<file path="config.mk">
export PLATFORM = sky130hd
export DESIGN_NAME = dbg_reg_access
export DESIGN_NICKNAME = d
export VERILOG_FILES = /design/src/rtl/dbg_reg_access.sv
export SDC_FILE = /design/constraint.sdc
export NUM_CORES = 1
export LEC_CHECK = 0
export ABC_AREA = 1
export CAP_MARGIN = 10
export CELL_PAD_IN_SITES_DETAIL_PLACEMENT = 1
export CELL_PAD_IN_SITES_GLOBAL_PLACEMENT = 1
export CORE_MARGIN = 2
export CORE_UTILIZATION = 34
export CTS_CLUSTER_SIZE = 25
export DETAILED_ROUTE_END_ITERATION = 8
export PLACE_DENSITY = 0.85
export SYNTH_ARGS = -nofsm -noshare
export SYNTH_HDL_FRONTEND = slang
export SYNTH_SLANG_ARGS = --single-unit
</file>
<file path="constraint.sdc">
create_clock -name clk -period 2.25 [get_ports clk]
set_input_delay 0.45 -clock clk [delete_from_list [all_inputs] [get_ports clk]]
set_output_delay 0.45 -clock clk [all_outputs]
set_load 0.02 [all_outputs]
</file>
<file path="src/rtl/dbg_reg_access.sv">
// rtl/dbg_reg_access.sv - debugger-side GPR access initiator: halt handshake, single-cycle register file access, one response per command
module dbg_reg_access #(
    parameter int unsigned HALT_TIMEOUT = 1024,
    parameter logic [15:0] GPR_BASE     = 16'h1000
) (
    input  logic        clk,
    input  logic        rst_n,
    input  logic        cmd_valid,
    output logic        cmd_ready,
    input  logic        cmd_write,
    input  logic [15:0] cmd_regno,
    input  logic [31:0] cmd_wdata,
    output logic        rsp_valid,
    input  logic        rsp_ready,
    output logic [31:0] rsp_data,
    output logic [2:0]  rsp_err,
    input  logic        core_halted,
    output logic        halt_req,
    output logic [4:0]  rf_addr,
    input  logic [31:0] rf_rdata,
    output logic [31:0] rf_wdata,
    output logic        rf_we
);

    localparam logic [1:0] ST_IDLE      = 2'd0;
    localparam logic [1:0] ST_HALT_WAIT = 2'd1;
    localparam logic [1:0] ST_ACCESS    = 2'd2;
    localparam logic [1:0] ST_RESP      = 2'd3;

    localparam logic [2:0] ERR_OK    = 3'd0;
    localparam logic [2:0] ERR_REGNO = 3'd2;
    localparam logic [2:0] ERR_HALT  = 3'd4;

    localparam int unsigned     CNT_W    = (HALT_TIMEOUT > 1) ? $clog2(HALT_TIMEOUT) : 1;
    localparam logic [CNT_W-1:0] CNT_LAST = CNT_W'(HALT_TIMEOUT - 1);

    logic [1:0]       state_q, state_d;
    logic [CNT_W-1:0] cnt_q, cnt_d;
    logic             write_q, write_d;
    logic [4:0]       idx_q, idx_d;
    logic [31:0]      wdata_q, wdata_d;
    logic             halt_req_q, halt_req_d;
    logic [4:0]       rf_addr_q, rf_addr_d;
    logic [31:0]      rf_wdata_q, rf_wdata_d;
    logic             rf_we_q, rf_we_d;
    logic [31:0]      rsp_data_q, rsp_data_d;
    logic [2:0]       rsp_err_q, rsp_err_d;

    logic        cmd_hs;
    logic        rsp_hs;
    logic [16:0] regno_off;
    logic        regno_ok;
    logic        acc_go;
    logic        acc_write;
    logic [4:0]  acc_idx;
    logic [31:0] acc_wdata;

    // Borrow out of bit 16 flags regno < GPR_BASE; any bit above 4 flags regno past x31.
    assign regno_off = {1'b0, cmd_regno} - {1'b0, GPR_BASE};
    assign regno_ok  = (regno_off[16:5] == 12'd0);

    assign cmd_ready = rst_n & (state_q == ST_IDLE);
    assign cmd_hs    = cmd_valid & cmd_ready;
    assign rsp_valid = (state_q == ST_RESP);
    assign rsp_hs    = rsp_valid & rsp_ready;

    assign rsp_data = rsp_data_q;
    assign rsp_err  = rsp_err_q;
    assign halt_req = halt_req_q;
    assign rf_addr  = rf_addr_q;
    assign rf_wdata = rf_wdata_q;
    assign rf_we    = rf_we_q;

    always_comb begin
        state_d    = state_q;
        cnt_d      = cnt_q;
        write_d    = write_q;
        idx_d      = idx_q;
        wdata_d    = wdata_q;
        halt_req_d = halt_req_q;
        rf_addr_d  = rf_addr_q;
        rf_wdata_d = rf_wdata_q;
        rf_we_d    = 1'b0;
        rsp_data_d = rsp_data_q;
        rsp_err_d  = rsp_err_q;
        acc_go     = 1'b0;
        acc_write  = write_q;
        acc_idx    = idx_q;
        acc_wdata  = wdata_q;

        case (state_q)
            ST_IDLE: begin
                if (cmd_hs) begin
                    write_d   = cmd_write;
                    idx_d     = regno_off[4:0];
                    wdata_d   = cmd_wdata;
                    acc_write = cmd_write;
                    acc_idx   = regno_off[4:0];
                    acc_wdata = cmd_wdata;
                    if (!regno_ok) begin
                        state_d    = ST_RESP;
                        rsp_err_d  = ERR_REGNO;
                        rsp_data_d = 32'd0;
                    end else if (core_halted) begin
                        acc_go = 1'b1;
                    end else begin
                        halt_req_d = 1'b1;
                        cnt_d      = '0;
                        state_d    = ST_HALT_WAIT;
                    end
                end
            end
            ST_HALT_WAIT: begin
                if (core_halted) begin
                    acc_go = 1'b1;
                end else if (cnt_q == CNT_LAST) begin
                    state_d    = ST_RESP;
                    rsp_err_d  = ERR_HALT;
                    rsp_data_d = 32'd0;
                    halt_req_d = 1'b0;
                end else begin
                    cnt_d = cnt_q + 1'b1;
                end
            end
            ST_ACCESS: begin
                state_d    = ST_RESP;
                rsp_err_d  = ERR_OK;
                rsp_data_d = (!write_q && rf_addr_q != 5'd0) ? rf_rdata : 32'd0;
            end
            ST_RESP: begin
                if (rsp_hs) begin
                    state_d    = ST_IDLE;
                    halt_req_d = 1'b0;
                    rsp_data_d = 32'd0;
                    rsp_err_d  = ERR_OK;
                end
            end
            default: state_d = ST_IDLE;
        endcase

        // x0 is hardwired: the access still completes, but the write strobe is suppressed.
        if (acc_go) begin
            state_d    = ST_ACCESS;
            rf_addr_d  = acc_idx;
            rf_wdata_d = acc_wdata;
            rf_we_d    = acc_write & (acc_idx != 5'd0);
        end
    end

    always_ff @(posedge clk or negedge rst_n) begin
        if (!rst_n) begin
            state_q    <= ST_IDLE;
            cnt_q      <= '0;
            write_q    <= 1'b0;
            idx_q      <= 5'd0;
            wdata_q    <= 32'd0;
            halt_req_q <= 1'b0;
            rf_addr_q  <= 5'd0;
            rf_wdata_q <= 32'd0;
            rf_we_q    <= 1'b0;
            rsp_data_q <= 32'd0;
            rsp_err_q  <= ERR_OK;
        end else begin
            state_q    <= state_d;
            cnt_q      <= cnt_d;
            write_q    <= write_d;
            idx_q      <= idx_d;
            wdata_q    <= wdata_d;
            halt_req_q <= halt_req_d;
            rf_addr_q  <= rf_addr_d;
            rf_wdata_q <= rf_wdata_d;
            rf_we_q    <= rf_we_d;
            rsp_data_q <= rsp_data_d;
            rsp_err_q  <= rsp_err_d;
        end
    end

endmodule

</file>
## Yosys cells after proc, flatten, opt, wreduce, memory -nomap -nowiden

Index checks and enable logic that the tools add are counted.

| storage, ports and cells | value |
|---|---|
| register bits after elaboration | 124 |

| cells by class | value |
|---|---|
| $add $sub $neg | 2 |
| equality and inequality tests | 17 |
| mux-type cells | 45 |
| bitwise operators | 4 |
| reductions and logical operators | 12 |

Operators with widths:

| operator | count |
|---|---|
| $mux W32 | 8 |
| $pmux W32 S4 | 1 |
| $mux W10 | 5 |
| $pmux W10 S2 | 1 |
| $sub A16 B13 Y17 const B | 1 |
| $mux W3 | 5 |
| $mux W2 | 7 |
| $ne A2 B2 Y1 const B | 7 |
| $logic_not A12 Y1 | 1 |
| $mux W1 | 12 |
| $pmux W3 S4 | 1 |
| $add A10 B1 Y10 const B | 1 |
| $eq A10 B10 Y1 const B | 1 |
| $mux W5 | 2 |
| $reduce_and A5 Y1 | 2 |
| $reduce_bool A5 Y1 | 2 |
| $ne A3 B3 Y1 const B | 3 |
| $pmux W2 S4 | 1 |
| $reduce_and A7 Y1 | 1 |
| $reduce_and A6 Y1 | 1 |
| $and A1 B1 Y1 | 4 |
| $eq A2 B2 Y1 const B | 2 |
| $ne A4 B4 Y1 const B | 1 |
| $ne A3 B1 Y1 const B | 1 |
| other kinds (9) | 9 |

## Depth between registers and ports, before layout

Gate-level depths: netlist (run 1).

| logic depth | value |
|---|---|
| word-level depth | 8 |
| depth in mapped cells | 12 |

## Worst setup path before layout (run 1)

No wires, ideal clock.

| timing path | value |
|---|---|
| path type | flip-flop to flip-flop |
| start point | register state_q[1] |
| end point | register rf_addr_q[0] (netlist: rf_addr[0]) |
| setup time | 0.117 ns |
| arrival | 1.720 ns |
| data required time | 2.133 ns |
| slack | 0.413 ns |
| cell stages (with the launch flop) | 13 |
| path buffers | 1 |
| period minus slack after synthesis | 1.837 ns |
| path through | dfrtp_1 > inv_1 > ha_1 > nand2_2 > inv_2 > nand2_2 > nor2_1 > nand3_2 > nand2_2 > inv_2 > buf_2 > nand2_1 > nand2_1 |

| on the way | value |
|---|---|
| longest elaborated chain between the ends | 5 |
| elaborated cells on any way between the ends | 8 |

RTL lines:

| element | line | text |
|---|---|---|
| from (decl) | 37 | `logic [1:0] state_q, state_d;` |
| from (signal assigned) | 164 | `state_q <= state_d;` |
| $logic_not A2 Y1 * | 62 | `assign cmd_ready = rst_n & (state_q == ST_IDLE);` |
| $and A1 B1 Y1 * | 62 |  |
| named net cmd_ready | 9 | `output logic cmd_ready,` |
| $and A1 B1 Y1 * | 63 | `assign cmd_hs = cmd_valid & cmd_ready;` |
| $mux W1 / $mux W5 (equally long branches) | - |  |
| $pmux W1 S2 / $mux W5 (equally long branches) | 91 | `case (state_q)` |
| to (signal assigned) | 170 | `rf_addr_q <= rf_addr_d;` |
| to (decl) | 43 | `logic [4:0] rf_addr_q, rf_addr_d;` |

The timed path passes the listed nets; every way through them passes the cells marked *.
A chain may end at the register's enable or synchronous reset.

## Final worst setup path (run 1)

| timing path | value |
|---|---|
| start point | register state_q[0] |
| end point | output cmd_ready |

| on the way | value |
|---|---|
| longest elaborated chain between the ends | 2 |

RTL lines:

| element | line |
|---|---|
| $logic_not A2 Y1 | 62 |
| $and A1 B1 Y1 | 62 |
| to (decl) | 9 |

Every way passes these cells.

==> results of run 1 <==
## synthesized netlist by cell type, drive strengths merged (2+ instances only)
library cell | instances | share of area
nand2 | 294 | 0.21
dfrtp | 123 | 0.57
o21ai | 54 | 0.053
nand4 | 38 | 0.044
inv | 31 | 0.022
nor2 | 23 | 0.021
buf | 19 | 0.023
clkbuf | 17 | 0.012
nand3 | 17 | 0.019
ha | 6 | 0.014
a21oi | 4 | 0.0044
or2 | 3 | 0.0035
nand3b | 2 | 0.0028
nor3 | 2 | 0.0019
## worst min path at each step
| stage | from | end | slack [ps] | cells past startpoint |
|---|---|---|---|---|
| after floorplan | rst_n | cnt_q[0] | 150 | 0 |
| after global routing | rst_n | rsp_data[6] | 220 | 2 |
| after detailed placement | wdata_q[15] | wdata_q[15] | 460 | 2 |
| after CTS | rst_n | rf_wdata[26] | 240 | 2 |
| after global placement | wdata_q[27] | wdata_q[27] | 450 | 2 |
| final | rst_n | wdata_q[26] | 180 | 2 |
## routing by layer
metal,up-vias,share of wire,global-route usage
li1,2360,-,-
met1,2363,0.44,0.243
met2,103,0.50,0.329
met3,19,0.035,0.0381
met4,0,0.017,0.0696
met5,-,0,0
## per-stage QoR
step	power, mW	cells
after floorplan	6.28	636
after global placement	8.27	996
after detailed placement	8.44	996
after CTS	11.1	1027
after global routing	11.7	1027
final	10.9	1027
## worst max-delay path, delay by kind of cell, from the launching register on
| kind | cells | cell delay (ps) |
|---|---|---|
| simple gates | 1 | 110 |
| flops | 1 | 420 |
| fa+ha+maj | 1 | 200 |
| buf+inv | 3 | 550 |
## area by class of cell
class	count	area share
clock buffer	24	0.0614
clock inverter	7	0.00845
inverter	31	0.0148
multi-input combinational	446	0.256
sequential	123	0.392
tap	216	0.0344
timing repair buffer	180	0.233
## cells by family (layout without fill, tap and decap cells)
kind of cell / after synthesis / count (layout) / synth area share
flops: 123 / 123 / 0.571
compound gates: 59 / 59 / 0.0587
other cells: 1 / 1 / 0.000696
xor+xnor: 1 / 1 / 0.00162
simple gates: 379 / 379 / 0.298
fa+ha+maj: 6 / 6 / 0.0139
buf+inv: 67 / 242 / 0.0559
## where the power goes
part	switching [mW]	internal [mW]
clock network	0.952	1.59
logic	2.87	1.97
registers	0.443	3.11
## state kept, by name, summed over array words and instances (netlist names)
register and count:
state_q 2, halt_req 1, write_q 1, rf_addr 5, rsp_err 2, rf_wdata 32, rf_we 1, rsp_data 32
wdata_q 32, idx_q 5, cnt_q 10
==> flow_metrics.tcl, run 1 <==
set metrics [dict create \
    status "complete, no violations" \
    p_leak_nw 3.70 \
    nFillCells 1872 \
    postCtsSetupBuffers 0 \
    avgRoutedWirePerCell_um 15.1 \
    ff2ff_path_depth 12 \
    fin_hold_ws_ps 184 \
    synth_nets 728 \
    required_ps 1800 \
    critPathKind "flip-flop to primary output" \
    drc 0 \
    row_count 46 \
    ff2ff_setup_slack_ps 290 \
    yosysWarnings 0 \
    die_y_um 130 \
    post-route-period-util 0.949 \
    antenna_found_initial 0 \
    fin_skew_ps 8.77 \
    critPathCaptureType "primary output" \
    dieWidth_um 130 \
    most-common-layout-cells "nand2_1, clkdlybuf4s50_1, dfrtp_1" \
    startpoint "state_q[0]" \
    area_delta_synth_final_pct 45.6 \
    drt_pre_antenna_iters 4 \
    clkTransAtPathRegs_ps 60 \
    cts.sinks 123 \
    ys_ff_latch 123 \
    seq_area_frac_synth 0.571 \
    fin_tns_setup_ps 0 \
    synthCells 636 \
    final_core_utilization 0.500 \
    tightestPinTransition_ps 674 \
    final_layout_size_suffix_gt1_frac 0.0838 \
    crit_slowest_cell "dfrtp_1" \
    async_flop_share 1.00 \
    die_area_um2 16900 \
    maxCapViolations 0 \
    cts_max_level 4 \
    cts.path.max_buffers 2 \
    wl_mm 15.6 \
    multi_input_area_um2 2010 \
    postRouteAntennaNets 0 \
    synth-edff-count 0 \
    yosysUniqueCellTypes 29 \
    grt_max_degree 124 \
    critPathCapture "cmd_ready" \
    dp_slack_ps -167 \
    start_util 0.343 \
    rsz0062_at_grt "no" \
    final_common_cell "nand2_1" \
    worstHoldPathType "input pin to async pin" \
    synth_area_um2 5390 \
    num_vias 4845 \
    path_cells "inv_1, ha_1, nand2_2, inv_2, dlygate4sd2_1" \
    worstReg2RegStart "state_q[0]" \
    slew_violations 0 \
    antennaDiodeCount 0 \
    ios 162 \
    cts_root_buf "clkbuf_16" \
    max_freq_mhz 468 \
    design_area_um2 7850 \
    grt_pass1_vias 5074 \
    reg2reg_to "rf_addr[1]" \
    gp_congestion 0.739 \
    hold_viol_final 0 \
    cp_max_fo 4 \
    grt_pass1_wl_mm 25.4 \
    groute.usage.overall 0.192 \
    max_stage_delay_ps 420 \
    ctsResizeCount 1 \
    numCtsBuffers 17 \
    design.core.area_um2 15700 \
    power_density_nw_per_um2 1390 \
    setup_violations 0 \
    avgSynthCellArea_um2 8.48 \
    synth_ff_type "dfrtp_1" \
    port_buffers 160 \
    seqCellArea_um2 3080 \
    placed_area_um2 7300 \
    grt-ovfl-total 0 \
    drt_iter0_markers 169 \
    viasPerCell 4.72 \
    relSlewSlack 0.551 \
    num-nets-final 891 \
    ctsHoldBuffers 0 \
    peakVddDrop_mv 0.591 \
    layout_setup_ws_ps 115 \
    cp-start-kind "flip-flop" \
    arrival_ps 1680 \
    clk_latency_ps 410 \
    cts_tree "done" \
    fin_crit_ps 2130 \
    hpwlAfterDp_mm 10.4 \
]
Note: power is estimated with default switching activity, not from simulation.
==> run 2, diff against run 1 <==
--- a/config.mk
+++ b/config.mk
@@ -13,7 +13,7 @@
 export CORE_UTILIZATION = 34
 export CTS_CLUSTER_SIZE = 25
 export DETAILED_ROUTE_END_ITERATION = 8
-export PLACE_DENSITY = 0.85
+export PLACE_DENSITY_LB_ADDON = 0.1
 export SYNTH_ARGS = -nofsm -noshare
 export SYNTH_HDL_FRONTEND = slang
 export SYNTH_SLANG_ARGS = --single-unit
==> run 2 against run 1 <==
Net effect:
- clock skew shrank 2.1 ps
- final area grew 1.1%
- sequential cell count is the same
- critical endpoint is now rsp_valid
- largest cell class unchanged
==> flow_metrics.tcl, run 2 (synthesis results as in run 1) <==
set metrics [dict create \
    status "complete, no violations" \
    antennaDiodeCount 0 \
    groute.usage.overall 0.197 \
    cp-start-kind "flip-flop" \
    grt_max_degree 124 \
    cts.sinks 123 \
    peakVddDrop_mv 0.736 \
    arrival_ps 1700 \
    hpwlAfterDp_mm 11.0 \
    antenna_found_initial 0 \
    tightestPinTransition_ps 674 \
    grt_pass1_vias 5146 \
    postRouteAntennaNets 0 \
    area_delta_synth_final_pct 47.1 \
    cts_max_level 4 \
    crit_slowest_cell "clkdlybuf4s50_1" \
    row_count 46 \
    nFillCells 1816 \
    dieWidth_um 130 \
    rsz0062_at_grt "no" \
    slew_violations 0 \
    ctsHoldBuffers 0 \
    finalPower_mw 11.3 \
    avgRoutedWirePerCell_um 15.4 \
    critPathKind "flip-flop to primary output" \
    critPathCaptureType "primary output" \
    grt_pass1_wl_mm 25.8 \
    num_vias 4932 \
    fin_tns_setup_ps 0 \
    max_freq_mhz 465 \
    drc 0 \
    cts.path.max_buffers 2 \
    setup_violations 0 \
    wl_mm 15.9 \
    clkTransAtPathRegs_ps 60 \
    layout_setup_ws_ps 100 \
    final_layout_size_suffix_gt1_frac 0.0924 \
    grt-ovfl-total 0 \
    worstHoldPathType "input pin to async pin" \
    post-route-period-util 0.956 \
    instances_no_fill 1028 \
    fin_crit_ps 2150 \
    design.core.area_um2 15700 \
    ff2ff_setup_slack_ps 240 \
    path_cells "buf_4, ha_1, clkdlybuf4s50_1" \
    dpl.cell_count 996 \
    cp_max_fo 5 \
    cts_root_buf "clkbuf_16" \
    p_leak_nw 3.73 \
    final_core_utilization 0.505 \
    worstPathBufferInverterCount 2 \
    placed_area_um2 7290 \
    drt_pre_antenna_iters 4 \
    cts_tree "done" \
    most-common-layout-cells "nand2_1, clkdlybuf4s50_1, dfrtp_1" \
    hold_viol_final 0 \
    maxCapViolations 0 \
    final_common_cell "nand2_1" \
    design_area_um2 7930 \
    required_ps 1800 \
    port_buffers 160 \
    power_density_nw_per_um2 1430 \
    numCtsBuffers 17 \
    fin_skew_ps 6.63 \
    num-nets-final 891 \
    die_area_um2 16900 \
    ios 162 \
    dp_slack_ps -148 \
    die_y_um 130 \
    max_stage_delay_ps 550 \
    crit_family "buffers and inverters" \
    clk_latency_ps 420 \
    gp_congestion 0.813 \
    fin_hold_ws_ps 172 \
    drt_iter0_markers 228 \
    start_util 0.343 \
    postCtsSetupBuffers 0 \
    viasPerCell 4.80 \
    relSlewSlack 0.551 \
]
## run 2: changes by cell type in the layout (fill, tap and decap cells not counted), sizes merged
| cell | before | now |
|---|---|---|
| bufinv | 1 | 4 |
| inv | 31 | 33 |
| clkbuf | 24 | 20 |
| dlymetal6s2s | 1 | 0 |
| clkinvlp | 1 | 2 |
| clkdlybuf4s50 | 157 | 158 |
| dlygate4sd2 | 1 | 0 |
## run 2: power breakdown
group | total, mW | switching, mW | internal, mW
Sequential | 3.54 | 0.435 | 3.11
Combinational | 4.83 | 2.89 | 1.94
Clock | 2.94 | 1.03 | 1.92
Total | 11.3 | 4.35 | 6.97
## run 2: final timing paths
check,depth (start not counted),start,end
min,2,rst_n,rsp_data[1]
max in group asynchronous,2,rst_n,cnt_q[9]
min reg2reg,2,wdata_q[20],wdata_q[20]
min in group clk,2,wdata_q[20],wdata_q[20]
max reg2reg,12,state_q[0],rf_addr[1]
max,3,state_q[1],rsp_valid
## run 2: layer usage
metal | vias to the layer above | wire length [um] | track usage
li1 | 2355 | - | -
met1 | 2435 | 7180 | 0.254
met2 | 113 | 7720 | 0.330
met3 | 29 | 616 | 0.0390
met4 | 0 | 344 | 0.0727
met5 | - | 0 | 0
## run 2: final cells by class
cell class	instances	area [um^2]	area share
inverter	31	116	0.0147
clock buffer	19	453	0.0571
timing repair buffer	180	1810	0.228
sequential	123	3080	0.388
tap	216	270	0.0341
multi-input combinational	446	2020	0.255
clock inverter	13	189	0.0238
## run 2: repair_timing
| item | 4_1_cts | 5_1_grt |
|---|---|---|
| cloned | 0 | 0 |
| gates resized for setup | 3 | 2 |
| pin swaps | 0 | 0 |
| endpoints found under the setup margin | 1 | 7 |
==> run 3, diff against run 2 <==
--- a/config.mk
+++ b/config.mk
@@ -6,7 +6,7 @@
 export NUM_CORES = 1
 export LEC_CHECK = 0
 export ABC_AREA = 1
-export CAP_MARGIN = 10
+export CAP_MARGIN = 20
 export CELL_PAD_IN_SITES_DETAIL_PLACEMENT = 1
 export CELL_PAD_IN_SITES_GLOBAL_PLACEMENT = 1
 export CORE_MARGIN = 2
@@ -14,6 +14,7 @@
 export CTS_CLUSTER_SIZE = 25
 export DETAILED_ROUTE_END_ITERATION = 8
 export PLACE_DENSITY_LB_ADDON = 0.1
+export RECOVER_POWER = 50
 export SYNTH_ARGS = -nofsm -noshare
 export SYNTH_HDL_FRONTEND = slang
 export SYNTH_SLANG_ARGS = --single-unit
==> run 3 against run 2 <==
Net effect:
- the run now ends with capacitance limit, slew limit left
- sequential cell count unchanged
- non-clock buffer count unchanged
- via count increased by 0.30%
- setup slack improved by 1.1 ps
- sequential power about the same
- critical path depth unchanged
- final area decreased by 0.28%
- first-iteration DRC count increased by 0.44%
- clock skew about the same
- largest power group unchanged
==> flow_metrics.tcl, run 3 (synthesis results as in run 1) <==
set metrics [dict create \
    status "finished, violations left" \
    violations "capacitance limit, slew limit" \
    cts.path.max_buffers 2 \
    antennaDiodeCount 0 \
    post-route-period-util 0.955 \
    cts_root_buf "clkbuf_16" \
    cp-start-kind "flip-flop" \
    num-nets-final 891 \
    grt_pass1_vias 5146 \
    fin_tns_setup_ps 0 \
    setup_violations 0 \
    ios 162 \
    max_stage_delay_ps 550 \
    grt_max_degree 124 \
    final_layout_size_suffix_gt1_frac 0.0899 \
    avgRoutedWirePerCell_um 15.4 \
    num_vias 4947 \
    antenna_found_initial 0 \
    slew_violations 124 \
    cts_max_level 4 \
    worstHoldPathType "flip-flop to flip-flop" \
    fin_skew_ps 6.52 \
    instances_no_fill 1028 \
    fin_hold_ws_ps 463 \
    area_delta_synth_final_pct 46.7 \
    drt_pre_antenna_iters 4 \
    cp_max_fo 5 \
    hpwlAfterDp_mm 11.0 \
    final_common_cell "nand2_1" \
    path_cells "buf_4, ha_1, clkdlybuf4s50_1" \
    most-common-layout-cells "nand2_1, clkdlybuf4s50_1, dfrtp_1" \
    wl_mm 15.8 \
    crit_slowest_cell "clkdlybuf4s50_1" \
    cts.sinks 123 \
    start_util 0.343 \
    postCtsSetupBuffers 0 \
    die_area_um2 16900 \
    required_ps 1800 \
    tightestPinTransition_ps 1700 \
    p_int_mw 6.90 \
    worstPathBufferInverterCount 2 \
    p_comb_frac 0.424 \
    numCtsBuffers 17 \
    cts_tree "done" \
    nFillCells 1819 \
    p_sw_mw 4.33 \
    row_count 46 \
    gp_congestion 0.813 \
    groute.usage.overall 0.197 \
    die_y_um 130 \
    crit_family "buffers and inverters" \
    design.core.area_um2 15700 \
    port_buffers 160 \
    grt-ovfl-total 0 \
    final_core_utilization 0.503 \
    clkPwrFrac 0.262 \
    design_area_um2 7910 \
    clkTransAtPathRegs_ps 60 \
    relSlewSlack -0.136 \
    hold_viol_final 0 \
    clk_latency_ps 420 \
    viasPerCell 4.81 \
    peakVddDrop_mv 0.737 \
    placed_area_um2 7290 \
    drt_iter0_markers 229 \
    dieWidth_um 130 \
    postRouteAntennaNets 0 \
    critPathCaptureType "primary output" \
    drc 0 \
    max_freq_mhz 465 \
    rsz0062_at_grt "no" \
    grt_pass1_wl_mm 25.8 \
    dpl.cell_count 996 \
    p_leak_nw 3.78 \
    maxCapViolations 1 \
    ctsHoldBuffers 0 \
    critPathKind "flip-flop to primary output" \
    power_density_nw_per_um2 1420 \
    fin_crit_ps 2150 \
    arrival_ps 1700 \
    seqPwrFrac 0.315 \
    switching_share 0.386 \
]
## run 3: cell count changes in the layout (fill, tap and decap cells not counted), sizes merged
cell / previous run / this run
buf: 21 / 17
dlygate4sd3: 0 / 23
clkbuf: 20 / 24
clkdlybuf4s50: 158 / 135
## run 3: area by class of cell
class,instances,area [um^2],area share
sequential,123,3080,0.389
multi-input combinational,446,2020,0.255
timing repair buffer,180,1780,0.226
clock buffer,19,453,0.0573
tap,216,270,0.0342
clock inverter,13,189,0.0239
inverter,31,116,0.0147
## run 3: worst paths after layout
check,slack [ps],endpoint,cells past startpoint,startpoint
max,100,rsp_valid,3,state_q[1]
min,460,rf_wdata[9],2,rf_wdata[9]
max reg2reg,240,rf_addr[1],12,state_q[0]
min reg2reg,460,rf_wdata[9],2,rf_wdata[9]
max in group asynchronous,390,cnt_q[9],2,rst_n
min in group asynchronous,770,rsp_data[1],2,rst_n
## run 3: repair_timing
item,CTS,global route
endpoints found under the hold margin,0,0
resized for setup,3,2
setup endpoints to repair,1,7
## run 3: layer usage
metal / track usage / up-vias / share of wire
li1: - / 2366 / -
met2: 0.330 / 109 / 0.49
met1: 0.254 / 2442 / 0.45
met5: 0 / - / 0
met4: 0.0727 / 0 / 0.021
met3: 0.0390 / 30 / 0.037
## run 3: stage by stage
stage	total power, mW	setup slack [ps]
2_1_floorplan	6.28	413
3_3_place_gp	8.24	-83.4
3_5_place_dp	8.44	-148
4_1_cts	11.5	36.5
5_1_grt	12.0	30.9
6_report	11.2	101
## run 3: worst register-to-register path: cells and delay by family (launching register included)
kind / cells / cell delay [ps]
AND/OR/NAND/NOR: 6 / 680
AO/OA/AOI/OAI: 1 / 80
buffers and inverters: 4 / 440
adder cells (fa/ha/maj): 1 / 260
flip-flops: 1 / 410
## run 3: power by group through the flow
stage / clock network, mW / registers (mW) / logic [mW]
6_report: 2.94 / 3.54 / 4.76
5_1_grt: 3.12 / 3.65 / 5.24
4_1_cts: 3.00 / 3.56 / 4.90
3_5_place_dp: 0 / 3.59 / 4.86
3_3_place_gp: 0 / 3.56 / 4.69
2_1_floorplan: 0 / 4.18 / 2.10
